<file path="src/rtl/exc_pkg.sv">
// Shared types and constants for the exception/return redirect controller.
package exc_pkg;

  typedef enum logic [1:0] {
    ST_RST,
    ST_BOOT,
    ST_IDLE,
    ST_REDIR
  } state_t;

  localparam logic [4:0]  CAUSE_INT  = 5'h00;
  localparam logic [4:0]  CAUSE_ERET = 5'h10;

  localparam logic [31:0] DEF_RESET_VEC = 32'hbfc0_0000;
  localparam logic [31:0] DEF_EXC_VEC   = 32'hbfc0_0380;

  function automatic int unsigned idx_w(input int unsigned n);
    return (n > 1) ? $clog2(n) : 1;
  endfunction

endpackage

</file>
<file path="src/rtl/exc_prio_sel.sv">
// Fixed-priority selector over the exception sources; index 0 wins.
module exc_prio_sel
  import exc_pkg::*;
#(
  parameter int unsigned NUM_SRC = 4,
  parameter int unsigned ADDR_W  = 32,
  parameter int unsigned IDX_W   = idx_w(NUM_SRC)
) (
  input  logic [NUM_SRC-1:0]        valid,
  input  logic [5*NUM_SRC-1:0]      codes,
  input  logic [ADDR_W*NUM_SRC-1:0] pcs,
  output logic                      any,
  output logic [IDX_W-1:0]          index,
  output logic [4:0]                code,
  output logic [ADDR_W-1:0]         pc
);

  always_comb begin
    any   = '0;
    index = '0;
    code  = '0;
    pc    = '0;
    // Scan from the top down so the lowest asserted index is written last.
    for (int unsigned i = NUM_SRC; i > 0; i--) begin
      if (valid[i-1]) begin
        any   = '1;
        index = IDX_W'(i - 1);
        code  = codes[(i-1)*5 +: 5];
        pc    = pcs[(i-1)*ADDR_W +: ADDR_W];
      end
    end
  end

endmodule

</file>
<file path="src/rtl/exc_redirect_ctrl.sv">
// Exception/return redirect controller: arbitrates exceptions and interrupts,
// owns EXL/EPC, and issues one registered redirect to fetch per event.
module exc_redirect_ctrl
  import exc_pkg::*;
#(
  parameter int unsigned       NUM_SRC   = 4,
  parameter int unsigned       ADDR_W    = 32,
  parameter int unsigned       NUM_INT   = 8,
  parameter logic [ADDR_W-1:0] RESET_VEC = DEF_RESET_VEC,
  parameter logic [ADDR_W-1:0] EXC_VEC   = DEF_EXC_VEC,
  parameter logic [4:0]        ERET_CODE = CAUSE_ERET
) (
  input  logic                      clk,
  input  logic                      resetn,
  input  logic [NUM_SRC-1:0]        exc_valid,
  input  logic [5*NUM_SRC-1:0]      exc_code,
  input  logic [ADDR_W*NUM_SRC-1:0] exc_pc,
  input  logic [NUM_INT-1:0]        int_pending,
  input  logic [NUM_INT-1:0]        int_mask,
  input  logic                      int_ie,
  input  logic [ADDR_W-1:0]         int_pc,
  input  logic                      redirect_ready,
  output logic                      redirect_valid,
  output logic [ADDR_W-1:0]         redirect_addr,
  output logic                      flush,
  output logic                      exl,
  output logic [ADDR_W-1:0]         epc,
  output logic [4:0]                cause_code
);

  localparam int unsigned IDX_W = idx_w(NUM_SRC);

  state_t              state, state_n;
  logic                valid_n;
  logic [ADDR_W-1:0]   addr_n;
  logic                exl_n;
  logic [ADDR_W-1:0]   epc_n;
  logic [4:0]          cause_n;

  logic                sel_any;
  logic [IDX_W-1:0]    sel_idx;
  logic [4:0]          sel_code;
  logic [ADDR_W-1:0]   sel_pc;
  logic                int_take;

  exc_prio_sel #(
    .NUM_SRC (NUM_SRC),
    .ADDR_W  (ADDR_W),
    .IDX_W   (IDX_W)
  ) u_prio_sel (
    .valid (exc_valid),
    .codes (exc_code),
    .pcs   (exc_pc),
    .any   (sel_any),
    .index (sel_idx),
    .code  (sel_code),
    .pc    (sel_pc)
  );

  always_comb begin
    if (sel_any) begin
      assert (exc_valid[sel_idx]);
    end
  end

  assign int_take = int_ie & ~exl & (|(int_pending & int_mask));

  always_comb begin
    state_n = state;
    valid_n = redirect_valid;
    addr_n  = redirect_addr;
    exl_n   = exl;
    epc_n   = epc;
    cause_n = cause_code;
    unique case (state)
      ST_RST: begin
        state_n = ST_BOOT;
        valid_n = 1'b1;
        addr_n  = RESET_VEC;
      end
      ST_BOOT, ST_REDIR: begin
        // valid is always high here, so ready alone completes the handshake.
        if (redirect_ready) begin
          state_n = ST_IDLE;
          valid_n = 1'b0;
        end
      end
      ST_IDLE: begin
        if (sel_any) begin
          state_n = ST_REDIR;
          valid_n = 1'b1;
          if (sel_code == ERET_CODE) begin
            addr_n = epc;
            exl_n  = 1'b0;
          end else begin
            addr_n  = EXC_VEC;
            cause_n = sel_code;
            exl_n   = 1'b1;
            if (!exl) begin
              epc_n = sel_pc;
            end
          end
        end else if (int_take) begin
          state_n = ST_REDIR;
          valid_n = 1'b1;
          addr_n  = EXC_VEC;
          cause_n = CAUSE_INT;
          exl_n   = 1'b1;
          epc_n   = int_pc;
        end
      end
      default: begin
        state_n = ST_RST;
        valid_n = 1'b0;
      end
    endcase
  end

  always_ff @(posedge clk or negedge resetn) begin
    if (!resetn) begin
      state          <= ST_RST;
      redirect_valid <= 1'b0;
      redirect_addr  <= RESET_VEC;
      exl            <= 1'b0;
      epc            <= '0;
      cause_code     <= '0;
    end else begin
      state          <= state_n;
      redirect_valid <= valid_n;
      redirect_addr  <= addr_n;
      exl            <= exl_n;
      epc            <= epc_n;
      cause_code     <= cause_n;
    end
  end

  assign flush = redirect_valid;

endmodule

</file>
<file path="config.mk">
export PLATFORM = sky130hd
export DESIGN_NAME = exc_redirect_ctrl
export DESIGN_NICKNAME = d
export VERILOG_FILES = /design/src/rtl/exc_pkg.sv /design/src/rtl/exc_prio_sel.sv /design/src/rtl/exc_redirect_ctrl.sv
export SDC_FILE = /design/constraint.sdc
export NUM_CORES = 1
export LEC_CHECK = 0
export BUFFER_PORTS_ARGS = -buffer_cell sky130_fd_sc_hd__buf_2
export CAP_MARGIN = 25
export CORE_AREA = 2 2 107 109
export CTS_BUF_LIST = sky130_fd_sc_hd__clkbuf_8
export CTS_CLUSTER_DIAMETER = 40
export DETAILED_ROUTE_END_ITERATION = 10
export DIE_AREA = 0 0 109 111
export PLACE_DENSITY = 0.84
export SYNTH_ARGS = -nofsm -noshare
export SYNTH_HDL_FRONTEND = slang
export SYNTH_HIERARCHICAL = 1
export SYNTH_SLANG_ARGS = --single-unit
</file>
<file path="constraint.sdc">
create_clock -name clk -period 1.7 [get_ports clk]
set_input_delay 0.34 -clock clk [delete_from_list [all_inputs] [get_ports clk]]
set_output_delay 0.34 -clock clk [all_outputs]
set_load 0.05 [all_outputs]
</file>
==> flow_summary.ini <==
[global_route]
gr-total-overflow = 0
track_usage_pct = 24.9
grt_first_pass_wirelength_mm = 23.1
grt_antenna_before_repair = 1
grt_max_degree = 36
grt_pass1_vias = 4607

[detailed_routing]
routedWlPerCell_um = 19.4
viasPerCell = 5.43
detail-route-antenna-nets = 0
routed_wl_mm = 15.7
dr.pass1.iters = 6
drcViolationCount = 0
drt_iter0_markers = 192
vias = 4400

[worst_setup_path]
cp-startpoint = exc_valid[0]
r2r_slack_ns = 0.10
startpoint_type = input port
crit_path_end_kind = flip-flop
worst-endpoint-arrival_ns = 1.95
r2r_cells = 5
crit_type = input port to flip-flop
cp_max_fo = 14
rr_startpoint = exl$_DFFE_PN0P_
required_ns = 1.93
r2r-end = epc[10]$_DFFE_PN0P_
crit_end = epc[10]$_DFFE_PN0P_

[clocking]
numClockSinks = 73
htreeDepth = 3
cts_tree = yes
cts_buffers = 9
cts_buffer_depth = 2
clock_latency_ns = 0.34
clock_tree.root_cell = clkbuf_8
clk_pin_slew_worst_paths_ns = 0.08

[cells_and_area]
fin_nets = 865
regArea_mm2 = 0.00184
layout-drive-gt1-share_pct = 67.9
layout-area-overhead-vs-synth_pct = 50.0
multi_input_area_mm2 = 0.00230
fill_cells = 985

[status]
status = finished, violations left
violations = negative setup slack

[timing]
setup_viol = 25
finClkSkew_ns = 0.00796
fmax_ghz = 0.579
rsz0062_at_grt = yes
setup_tns_ns = -0.383
fin_ws_ns = -0.0276
maxSlewViolCount = 0
hold_slack_ns = 0.208
finalHoldViolations = 0
final.period_utilization_pct = 102
fin_crit_ns = 1.73
tightest_slew_ns = 0.442
maxSlewHeadroom_pct = 70.6

[place]
port_buffers = 275
dpl.hpwl_mm = 12.0
place_congestion = 0.957

[floorplanning]
die_y_um = 111
start_util_pct = 38.7
coreArea_mm2 = 0.0111
design.die.area_mm2 = 0.0121
io_pins = 276
dieWidth_um = 109
rows = 39

[run]
drv_cap = 0

[power_and_ir_drop]
leakage_nw = 3.11
vdd_drop_max_v = 0.00102
power_density_mw_per_mm2 = 1150

[synth]
syn_area_mm2 = 0.00429
yosys_warnings = 6
netlist_instances = 357
syn-num-nets = 561
synth.avg_cell_area_um2 = 12.0

[hold_path]
holdCritPathClass = input port to flip-flop
## critical path, cell delays in order
cell and delay [ns]:
buf_6 0.10, buf_6 0.12, nor2_4 0.14, buf_6 0.14
a21oi_4 0.06, nor4_4 0.34, a21oi_4 0.09, o21a_4 0.16
buf_12 0.16, mux2_4 0.30
## cell type report
cell class	count	area share (%)
clock buffer	10	2.14
tap	143	2.78
clock inverter	6	1.42
sequential	73	28.6
antenna	1	0.0389
multi-input combinational	251	35.7
timing repair buffer	325	29.2
inverter	1	0.0973
## sequential cells by signal, summed over array words and instances (netlist names)
name / count
cause_code: 5
state: 2
redirect_addr: 32
exl: 1
flush: 1
epc: 32
## cell usage in the layout (no fill, tap or decap), types with 2 or more instances in the layout
cell,instances
a21o_1,2
a21oi_1,24
a21oi_2,13
a21oi_4,2
a22o_1,20
a22oi_1,34
a22oi_2,6
a32o_1,4
buf_12,4
buf_2,272
buf_4,38
buf_6,7
bufinv_16,2
clkbuf_16,2
clkbuf_8,10
clkinvlp_4,3
dfrtp_1,64
dfstp_2,9
mux2_2,34
mux2_4,30
nand2_1,4
nand2b_1,3
nand2b_4,2
nor2_1,4
nor2b_1,2
nor3_1,2
o22a_1,9
o22ai_1,34
o22ai_2,2
o2bb2ai_1,3
## metrics by stage
| step | setup WS [ns] | power [mW] | cell area, um2 | cells | utilization (%) |
|---|---|---|---|---|---|
| after floorplan | -0.432 | 4.77 | 4340 | 357 | - |
| after global placement | -0.486 | 5.70 | 5980 | 782 | 54.0 |
| after detailed placement | -0.534 | 5.78 | 5980 | 782 | 54.0 |
| after CTS | -0.0367 | 7.40 | 6320 | 805 | 57.1 |
| after global routing | -0.120 | 7.71 | 6430 | 810 | 58.1 |
| final | -0.0276 | 7.38 | 6430 | 810 | 58.1 |
## worst min path at each step
stage / end / start / slack [ns] / cells past startpoint
after floorplan: cause_code[0]$_DFFE_PN0P_ / resetn / 0.04 / 0
after global placement: redirect_addr[15]$_DFFE_PN0P_ / resetn / 0.30 / 1
after detailed placement: redirect_addr[15]$_DFFE_PN0P_ / resetn / 0.31 / 1
after CTS: state[0]$_DFFE_PN0P_ / redirect_ready / 0.17 / 2
after global routing: state[0]$_DFFE_PN0P_ / redirect_ready / 0.20 / 2
final: state[0]$_DFFE_PN0P_ / redirect_ready / 0.21 / 2
## where the power goes
part	switching [mW]	leakage (nW)	internal, mW
clock network	0.688	0.105	0.869
registers	0.345	0.875	2.14
logic	2.16	2.13	1.19
total	3.19	3.11	4.19
## routing by layer
metal / track usage (%) / wire, um
met5: 0 / 0
met4: 7.61 / 248
met3: 4.53 / 1130
met2: 44.1 / 7990
met1: 30.3 / 6370
## what timing repair did
action,in CTS,in global routing
gates cloned,0,3
endpoints found under the hold margin,21,0
endpoints found under the setup margin,62,60
gates resized for setup,11,10
setup buffers,6,1
hold buffers,1,0
pin swaps,2,0
(Power assumes the default switching activity.)
